`config.mk`:
```
export PLATFORM = sky130hd
export DESIGN_NAME = emu_step_scheduler
export DESIGN_NICKNAME = d
export VERILOG_FILES = /design/src/rtl/emu_step_scheduler.sv
export SDC_FILE = /design/constraint.sdc
export NUM_CORES = 1
export LEC_CHECK = 0
export ABC_AREA = 0
export CAP_MARGIN = 5
export CORE_MARGIN = 2
export CORE_UTILIZATION = 35
export DETAILED_ROUTE_END_ITERATION = 16
export GPL_ROUTABILITY_DRIVEN = 0
export PLACE_DENSITY_LB_ADDON = 0.25
export SLEW_MARGIN = 10
export SYNTH_ARGS = -nofsm -noshare
export SYNTH_HDL_FRONTEND = slang
export SYNTH_SLANG_ARGS = --single-unit
```
`constraint.sdc`:
```
create_clock -name clk -period 23.3 [get_ports clk]
set_input_delay 4.66 -clock clk [delete_from_list [all_inputs] [get_ports clk]]
set_output_delay 4.66 -clock clk [all_outputs]
set_load 0.1 [all_outputs]
```
`src/rtl/emu_step_scheduler.sv`:
```
// -----------------------------------------------------------------------------
// emu_step_scheduler
//
// Central timestep controller for a variable-timestep emulator. Each cycle it
// picks the smallest maximum-step request among the valid requesters and the
// global cap dt_max. It clamps that step so emulated time never passes tstop.
// It also gates the emulator clock enable and accumulates emulated time. Host
// run/stop/single-step commands drive a small FSM. A decimation counter
// produces a probe-capture strobe every (dec_thr+1) enabled cycles.
//
// Ports:
//   clk, rst       clock; synchronous active-high reset
//   dt_req         packed requests, requester i at [i*DT_WIDTH +: DT_WIDTH]
//   dt_req_valid   per-requester participation mask
//   dt_max         global step cap (always participates, loses all ties)
//   cmd_run        pulse: free-run
//   cmd_stop       pulse: stop / acknowledge halt (highest priority)
//   cmd_step       pulse: run step_count steps
//   step_count     number of steps for cmd_step (0 = command ignored)
//   tstop          stop time
//   tstop_en       enables the stop-time limit
//   dec_thr        decimation threshold
//   emu_cke        emulator clock enable (RUN or STEP)
//   emu_dt         granted step for the current cycle
//   emu_time       emulated time before the current step
//   grant_idx      winning requester; N_REQ means dt_max won
//   dec_strobe     decimated capture strobe
//   state          IDLE=0, RUN=1, STEP=2, HALT=3
//   halted         state == HALT
// -----------------------------------------------------------------------------
module emu_step_scheduler #(
  parameter int N_REQ      = 4,
  parameter int DT_WIDTH   = 16,
  parameter int TIME_WIDTH = 40,
  parameter int STEP_BITS  = 16,
  parameter int DEC_BITS   = 8
) (
  input  logic                             clk,
  input  logic                             rst,
  input  logic [N_REQ*DT_WIDTH-1:0]        dt_req,
  input  logic [N_REQ-1:0]                 dt_req_valid,
  input  logic [DT_WIDTH-1:0]              dt_max,
  input  logic                             cmd_run,
  input  logic                             cmd_stop,
  input  logic                             cmd_step,
  input  logic [STEP_BITS-1:0]             step_count,
  input  logic [TIME_WIDTH-1:0]            tstop,
  input  logic                             tstop_en,
  input  logic [DEC_BITS-1:0]              dec_thr,
  output logic                             emu_cke,
  output logic [DT_WIDTH-1:0]              emu_dt,
  output logic [TIME_WIDTH-1:0]            emu_time,
  output logic [$clog2(N_REQ+1)-1:0]       grant_idx,
  output logic                             dec_strobe,
  output logic [1:0]                       state,
  output logic                             halted
);

  localparam int IDX_W = $clog2(N_REQ + 1);

  typedef enum logic [1:0] {
    S_IDLE = 2'd0,
    S_RUN  = 2'd1,
    S_STEP = 2'd2,
    S_HALT = 2'd3
  } state_t;

  state_t                 state_q;
  logic [TIME_WIDTH-1:0]  time_q;
  logic [STEP_BITS-1:0]   step_cnt;
  logic [DEC_BITS-1:0]    dec_cnt;

  logic [DT_WIDTH-1:0]    dt_sel;
  logic [IDX_W-1:0]       sel_idx;
  logic [TIME_WIDTH:0]    time_end;
  logic                   limit_hit;

  // Minimum search. Scanning from the highest index down with "<=" lets a
  // lower index replace an equal higher one, and lets any request beat an
  // equal dt_max, which is the seed value.
  // NOTE: combinational blocks use blocking assignments and give every output
  // a default before any branch, so the loop reads the updated running minimum
  // and no latch can be inferred.
  always_comb begin
    dt_sel  = dt_max;
    sel_idx = IDX_W'(N_REQ);
    for (int i = N_REQ - 1; i >= 0; i--) begin
      if (dt_req_valid[i] && (dt_req[i*DT_WIDTH +: DT_WIDTH] <= dt_sel)) begin
        dt_sel  = dt_req[i*DT_WIDTH +: DT_WIDTH];
        sel_idx = IDX_W'(i);
      end
    end
  end

  // One extra bit so the end-of-step time is compared without wrap-around.
  assign time_end  = {1'b0, time_q} + (TIME_WIDTH+1)'(dt_sel);
  assign limit_hit = tstop_en && (time_end >= {1'b0, tstop});

  // When clamped, the remaining distance is no larger than dt_sel, so it
  // always fits in DT_WIDTH.
  always_comb begin
    emu_dt = dt_sel;
    if (limit_hit) begin
      emu_dt = (time_q >= tstop) ? '0 : DT_WIDTH'(tstop - time_q);
    end
  end

  assign emu_cke    = (state_q == S_RUN) || (state_q == S_STEP);
  assign dec_strobe = emu_cke && (dec_cnt == dec_thr);
  assign emu_time   = time_q;
  assign grant_idx  = sel_idx;
  assign state      = state_q;
  assign halted     = (state_q == S_HALT);

  // NOTE: sequential state uses non-blocking assignments only, so every
  // register samples pre-edge values regardless of statement order.
  always_ff @(posedge clk) begin
    if (rst) begin
      state_q  <= S_IDLE;
      time_q   <= '0;
      step_cnt <= '0;
      dec_cnt  <= '0;
    end else begin
      if (emu_cke) begin
        time_q  <= time_q + TIME_WIDTH'(emu_dt);
        dec_cnt <= dec_strobe ? '0 : dec_cnt + DEC_BITS'(1);
      end

      case (state_q)
        S_IDLE: begin
          if (cmd_stop) begin
            state_q <= S_IDLE;
          end else if (cmd_step) begin
            // A zero-length step request is dropped, and it still outranks cmd_run.
            if (step_count != '0) begin
              state_q  <= S_STEP;
              step_cnt <= step_count;
            end
          end else if (cmd_run) begin
            state_q <= S_RUN;
          end
        end
        S_RUN: begin
          if (cmd_stop) begin
            state_q <= S_IDLE;
          end else if (limit_hit) begin
            state_q <= S_HALT;
          end
        end
        S_STEP: begin
          if (cmd_stop) begin
            state_q  <= S_IDLE;
            step_cnt <= '0;
          end else begin
            step_cnt <= step_cnt - STEP_BITS'(1);
            // Reaching the stop time takes precedence over finishing the count.
            if (limit_hit) begin
              state_q <= S_HALT;
            end else if (step_cnt == STEP_BITS'(1)) begin
              state_q <= S_IDLE;
            end
          end
        end
        S_HALT: begin
          if (cmd_stop) begin
            state_q <= S_IDLE;
          end
        end
        default: state_q <= S_IDLE;
      endcase
    end
  end

endmodule

```
=== Word level (Yosys, flattened, before mapping) ===
Cells that the tools add are included.

* Add/subtract/negate cells: 5
* Magnitude comparators: 6
* Equality and inequality tests: 13
* Muxes and demuxes: 27
* Reductions and logical operators: 12

{| class="wikitable"
|+ Operators by type and width
! operator !! count
|-
| $mux 16 || 10
|-
| $le 16x16->1 || 4
|-
| $add 40x16->41 || 1
|-
| $ge 41x40->1 || 1
|-
| $add 40x16->40 || 1
|-
| $ge 40x40->1 || 1
|-
| $pmux 16 s2 || 1
|-
| $mux 2 || 10
|-
| $eq 16x1->1 const B || 1
|-
| $reduce_bool 16->1 || 1
|-
| $sub 16x1->16 const B || 1
|-
| $sub 16x16->16 || 1
|-
| $mux 3 || 4
|-
| $add 8x1->8 const B || 1
|-
| $eq 8x8->1 || 1
|-
| $mux 8 || 1
|-
| $ne 2x2->1 const B || 4
|-
| $ne 4x4->1 const B || 2
|-
| $pmux 2 s4 || 1
|-
| $logic_and 1x1->1 || 6
|-
| $reduce_and 5->1 || 1
|-
| $eq 2x2->1 const B || 2
|-
| $ne 4x3->1 const B || 1
|-
| $reduce_and 4->1 || 1
|-
| 5 further kinds || 5
|}

* Register bits after elaboration: 66
* Bits of input ports: 154

=== Depth between registers and ports, before layout ===
* Word-level depth: 18
* Gate-level depth with buffers: 78
* Mapped depth without buffers: 74

=== Worst setup path before layout ===
Ideal clock, no wire load.

* Path type: input-to-output
* Start: in dt_max[13]
* End: out emu_dt[11]
* Data arrival time: 18.447 ns
* Slack: 0.193 ns
* Stages: 61
* Path buffers: 8
* Path through: inv_1 -> ha_1 -> nand4_2 -> nor4_2 -> o21ai_1 -> a31oi_4 -> buf_2 -> buf_2 -> mux2i_1 -> ha_1 -> a21oi_1 -> o21ai_0 -> a221oi_1 -> o211ai_1 -> a32oi_1 -> nand3_2 -> buf_2 -> mux2i_1 -> (+25 left out) -> a31oi_1 -> nor3_1 -> or2_2 -> and2_1 -> clkbuf_1 -> nand3_1 -> xnor2_1 -> ha_1 -> a211oi_1 -> o21ai_0 -> o2111ai_1 -> a211o_1 -> o2111a_1 -> nand3_1 -> and2_1 -> clkbuf_1 -> clkbuf_1 -> o31ai_1

* Word-level cells in the longest chain between the ends: 16

{| class="wikitable"
|+ RTL lines
! item !! line !! text
|-
| start: declaration || 42 || <nowiki>input logic [DT_WIDTH-1:0] dt_max,</nowiki>
|-
| $le 16x16->1 || 88 || <nowiki>if (dt_req_valid[i] && (dt_req[i*DT_WIDTH +: DT_WIDTH] <= dt_sel)) begin</nowiki>
|-
| $logic_and 1x1->1 || 88 ||
|-
| $mux 16 (*) || 88 ||
|-
| $le 16x16->1 || 88 ||
|-
| $logic_and 1x1->1 || 88 ||
|-
| $mux 16 (*) || 88 ||
|-
| $le 16x16->1 || 88 ||
|-
| $logic_and 1x1->1 || 88 ||
|-
| $mux 16 (*) || 88 ||
|-
| $le 16x16->1 || 88 ||
|-
| $logic_and 1x1->1 || 88 ||
|-
| $mux 16 (*) || 88 ||
|-
| $add 40x16->41 || 96 || <nowiki>assign time_end = {1'b0, time_q} + (TIME_WIDTH+1)'(dt_sel);</nowiki>
|-
| $ge 41x40->1 || 97 || <nowiki>assign limit_hit = tstop_en && (time_end >= {1'b0, tstop});</nowiki>
|-
| $logic_and 1x1->1 || 97 ||
|-
| $mux 16 (*) || 103 || <nowiki>if (limit_hit) begin</nowiki>
|-
| end: declaration || 51 || <nowiki>output logic [DT_WIDTH-1:0] emu_dt,</nowiki>
|}

Mark *: on every way between the ends. The rest lies on a longest branch, timed or not.

=== Worst setup path in the final report ===
* Start: in dt_max[13]
* End: out emu_dt[15]

Same word-level chain as after synthesis.

==> results.tsv <==
stage	metric	value	unit
sta	Fin Hold WS	500	ps
critical_path	CP Capture Type	output port	
critical_path	max incr delay on CP	480	ps
cts	CTS Buffer Depth	2	
sta	Pins Over Slew Limit	0	
cts	CTS tree	done	
finish	Area Overhead vs Synth	31.0	%
cts	Sinks on Clock Net	66	
floorplanning	Die ar.	31500	sq um
pwr	Pwr Density	96.8	nW/um^2
synth	share of the synthesized area in the top cell type	23.4	%
routing	DRC viols	0	
grt	GR Util met1	26.2	%
grt	met3 GRT Util	5.76	%
grt	initial antenna violation count	1	
critical_path	CP Depth	65	
routing	Detail Route Antenna Nets	0	
critical_path	CP max FO	36	
pwr	Peak VDD IR	42.2	uV
sta	Slew headroom	26.6	%
floorplanning	Core ar.	29600	sq um
synth	async set or reset register ratio after synthesis	0	%
sta	Final setup viols	0	
synth	YS warnings	0	
pwr	total power	1330	uW
sta	final count of hold timing violations	0	
cts	# H-tree levels	3	
pwr	P_leak	0.00605	uW
grt	overall routing resource usage	21.9	%
grt	grt peak-use layer	met2	
grt	total grt overflow	0	
finish	Finished Layout Cells	2011	
routing	Post-Route WL	35.2	mm
floorplanning	I/O Pins	218	
floorplanning	Die X	177	microns
finish	number of diodes	0	
critical_path	cells on worst reg2reg path	34	
cts	CTS Buf Count	9	
routing	DR iter-0 viols	613	
critical_path	r2r startpoint	emu_time[0]	
finish	share of cells above drive strength 1	6.60	%
routing	Vias/cell	5.43	
grt	vias in the first global route	10641	
cts	clock slew seen by the registers of the worst setup and hold paths	50	ps
sta	Total Neg Setup Slack	0	ps
synth	Synth Register Bits	66	
critical_path	WS Path Type	in -> out	
synth	sequential fraction of the synthesis area	12.6	%
sta	clock skew	10.9	ps
sta	Peak Freq	44.5	MHz
critical_path	highest-delay cell along the critical path	clkdlybuf4s50_1	
sta	Slew @ Worst Pin	1100	ps
run_status	outcome	completed	
cts	insertion delay to the later sink of the worst-skew pair	340	ps
critical_path	most frequent CP cell	ha_1	
routing	DR vias	10925	
sta	post-layout min period	22460	ps
critical_path	Critical Path Sink	emu_dt[15]	
critical_path	RR Endpoint	emu_time[30]	
critical_path	CP Data Arrival Time	17800	ps
critical_path	Buf/Inv on CP	11	
synth	Mapped Avg Cell Area	7.48	sq um
routing	Routed wire per std cell	17.5	microns
floorplanning	row count	63	
placement	hpwl dp	29.1	mm
cts	Root Driver	clkbuf_16	
finish	Post-Route Utilization	46.5	%
grt	GR Util met2	38.6	%
sta	crit share post-route	96.4	%
finish	layout net count	1970	
synth	post-synthesis instance total	1406	
critical_path	Required @ worst endpoint	18640	ps
floorplanning	Die Span Y	177	microns
critical_path	Largest delay share family, worst path	compound AO/OA/AOI/OAI gates	
synth	area leader, netlist	ha_1	
critical_path	Worst setup startpoint	dt_max[13]	
synth	EDFF count, synth	0	
run	max-capacitance violation count	0	
grt	largest net degree at the start of global routing	63	
synth	distinct cell type count after synthesis	77	
hold_path	worst hold path class	reg -> reg	
synth	ys flop type	dfxtp_1	
synth	syn nets	1760	
synth	Synth area leaders	ha_1 (23%), dfxtp_1 (13%), xnor2_1 (5.1%)	
placement	number of I/O port buffers	217	
placement	placed cell count	1985	
synth	Mapped Area	10500	sq um
floorplanning	initial core utilization	35.5	%
critical_path	R2R Setup Slk	14510	ps
routing	drt first pass iters	5	
grt	first-pass GRT wire length	54.7	mm
critical_path	crit start category	primary input	
==> through the flow <==
stage	worst slack, ps	area [sq um]
4_1_cts	33.3	13600
3_3_place_gp	280	13300
6_report	845	13800
2_1_floorplan	193	10500
3_5_place_dp	-186	13300
5_1_grt	-51.0	13800
==> area by class of cell <==
type	instances	area [sq um]
fillers	2978	15900
multi-input cells	1163	8610
repair buffers	239	2500
flip-flops and latches	66	1320
inverters	137	514
well taps	390	488
clock buffers	10	229
clock inverters	6	115
==> synth_stat cells (7+ instances only) <==
master	n
a211oi_1	22
a21o_1	27
a21oi_1	93
a22oi_1	12
and2_1	15
and3_1	8
clkbuf_1	30
dfxtp_1	66
ha_1	197
inv_1	134
mux2_2	7
mux2i_1	28
nand2_1	107
nand2b_1	18
nand3_1	31
nand4_1	37
nor2_1	121
nor2b_1	22
nor3_1	35
nor4_1	22
o211ai_1	9
o21a_1	21
o21ai_0	95
o21bai_1	11
o22ai_1	8
o31ai_1	14
or3_1	13
xnor2_1	61
xor2_1	31
==> worst reg2reg max path: cells and delay by family (launching register included) <==
kind | cells | cell delay, ps
flops | 1 | 390
mux | 1 | 350
buf+inv | 1 | 60
xor+xnor | 1 | 70
compound gates | 12 | 2790
simple gates | 14 | 3360
fa+ha+maj | 5 | 1660
==> how the worst min path moves through the flow <==
stage | start | to | slack (ps) | depth (start not counted)
CTS | step_cnt[10] | step_cnt[10] | 500 | 2
finish | step_cnt[10] | step_cnt[10] | 500 | 2
detailed placement | step_cnt[10] | step_cnt[10] | 490 | 2
floorplan | step_cnt[6] | step_cnt[6] | 460 | 2
global placement | step_cnt[11] | step_cnt[11] | 480 | 2
global route | step_cnt[10] | step_cnt[10] | 520 | 2
==> kinds of logic after synthesis <==
| logic type | count (synthesis) | synth area share (%) |
|---|---|---|
| buffers and inverters | 177 | 6.49 |
| muxes | 42 | 4.54 |
| adders and majority gates | 200 | 24.0 |
| xor gates and xnor gates | 92 | 7.66 |
| and+or+nand+nor | 455 | 21.3 |
| AOI/OAI and AO/OA | 374 | 23.5 |
| DFF | 66 | 12.6 |
==> layer usage <==
| metal | part of all wire [%] | vias to the layer above |
|---|---|---|
| li1 | - | 5501 |
| met1 | 42 | 5014 |
| met2 | 47 | 355 |
| met3 | 8.7 | 55 |
| met4 | 2.2 | 0 |
| met5 | 0 | - |
==> flip-flops by register name, summed over array words and instances, names as in the netlist <==
| signal | flops |
|---|---|
| state | 2 |
| dec_cnt | 8 |
| step_cnt | 16 |
| emu_time | 40 |
==> where the power goes <==
part	switching, uW	internal [uW]
sequential	39.0	134
clock	58.0	105
combinational	621	376
==> repair_timing <==
item / in CTS / in global routing
buffers inserted: 0 / 10
hold buffers: 0 / 0
pin swaps: 0 / 3
gates resized for setup: 3 / 18
gates cloned: 0 / 0
endpoints found under the setup margin: 14 / 16
==> cells in the final DEF, fill, tap and decap left out, types with 7 or more instances in the layout <==
master           instances
clkdlybuf4s50_1        200
ha_1                   197
inv_1                  134
nor2_1                 121
nand2_1                107
o21ai_0                 93
a21oi_1                 92
dfxtp_1                 66
xnor2_1                 61
nand4_1                 37
nor3_1                  35
nand3_1                 31
xor2_1                  31
a21o_1                  27
mux2i_1                 26
nor2b_1                 22
o21a_1                  21
a211oi_1                21
nor4_1                  20
buf_4                   20
nand2b_1                17
buf_12                  16
and2_1                  14
o31ai_1                 13
or3_1                   13
a22oi_1                 12
o21bai_1                11
o211ai_1                 9
clkbuf_16                9
and3_1                   8
o22ai_1                  8
mux2_2                   7
No activity file was read; power rests on OpenSTA's default activity.
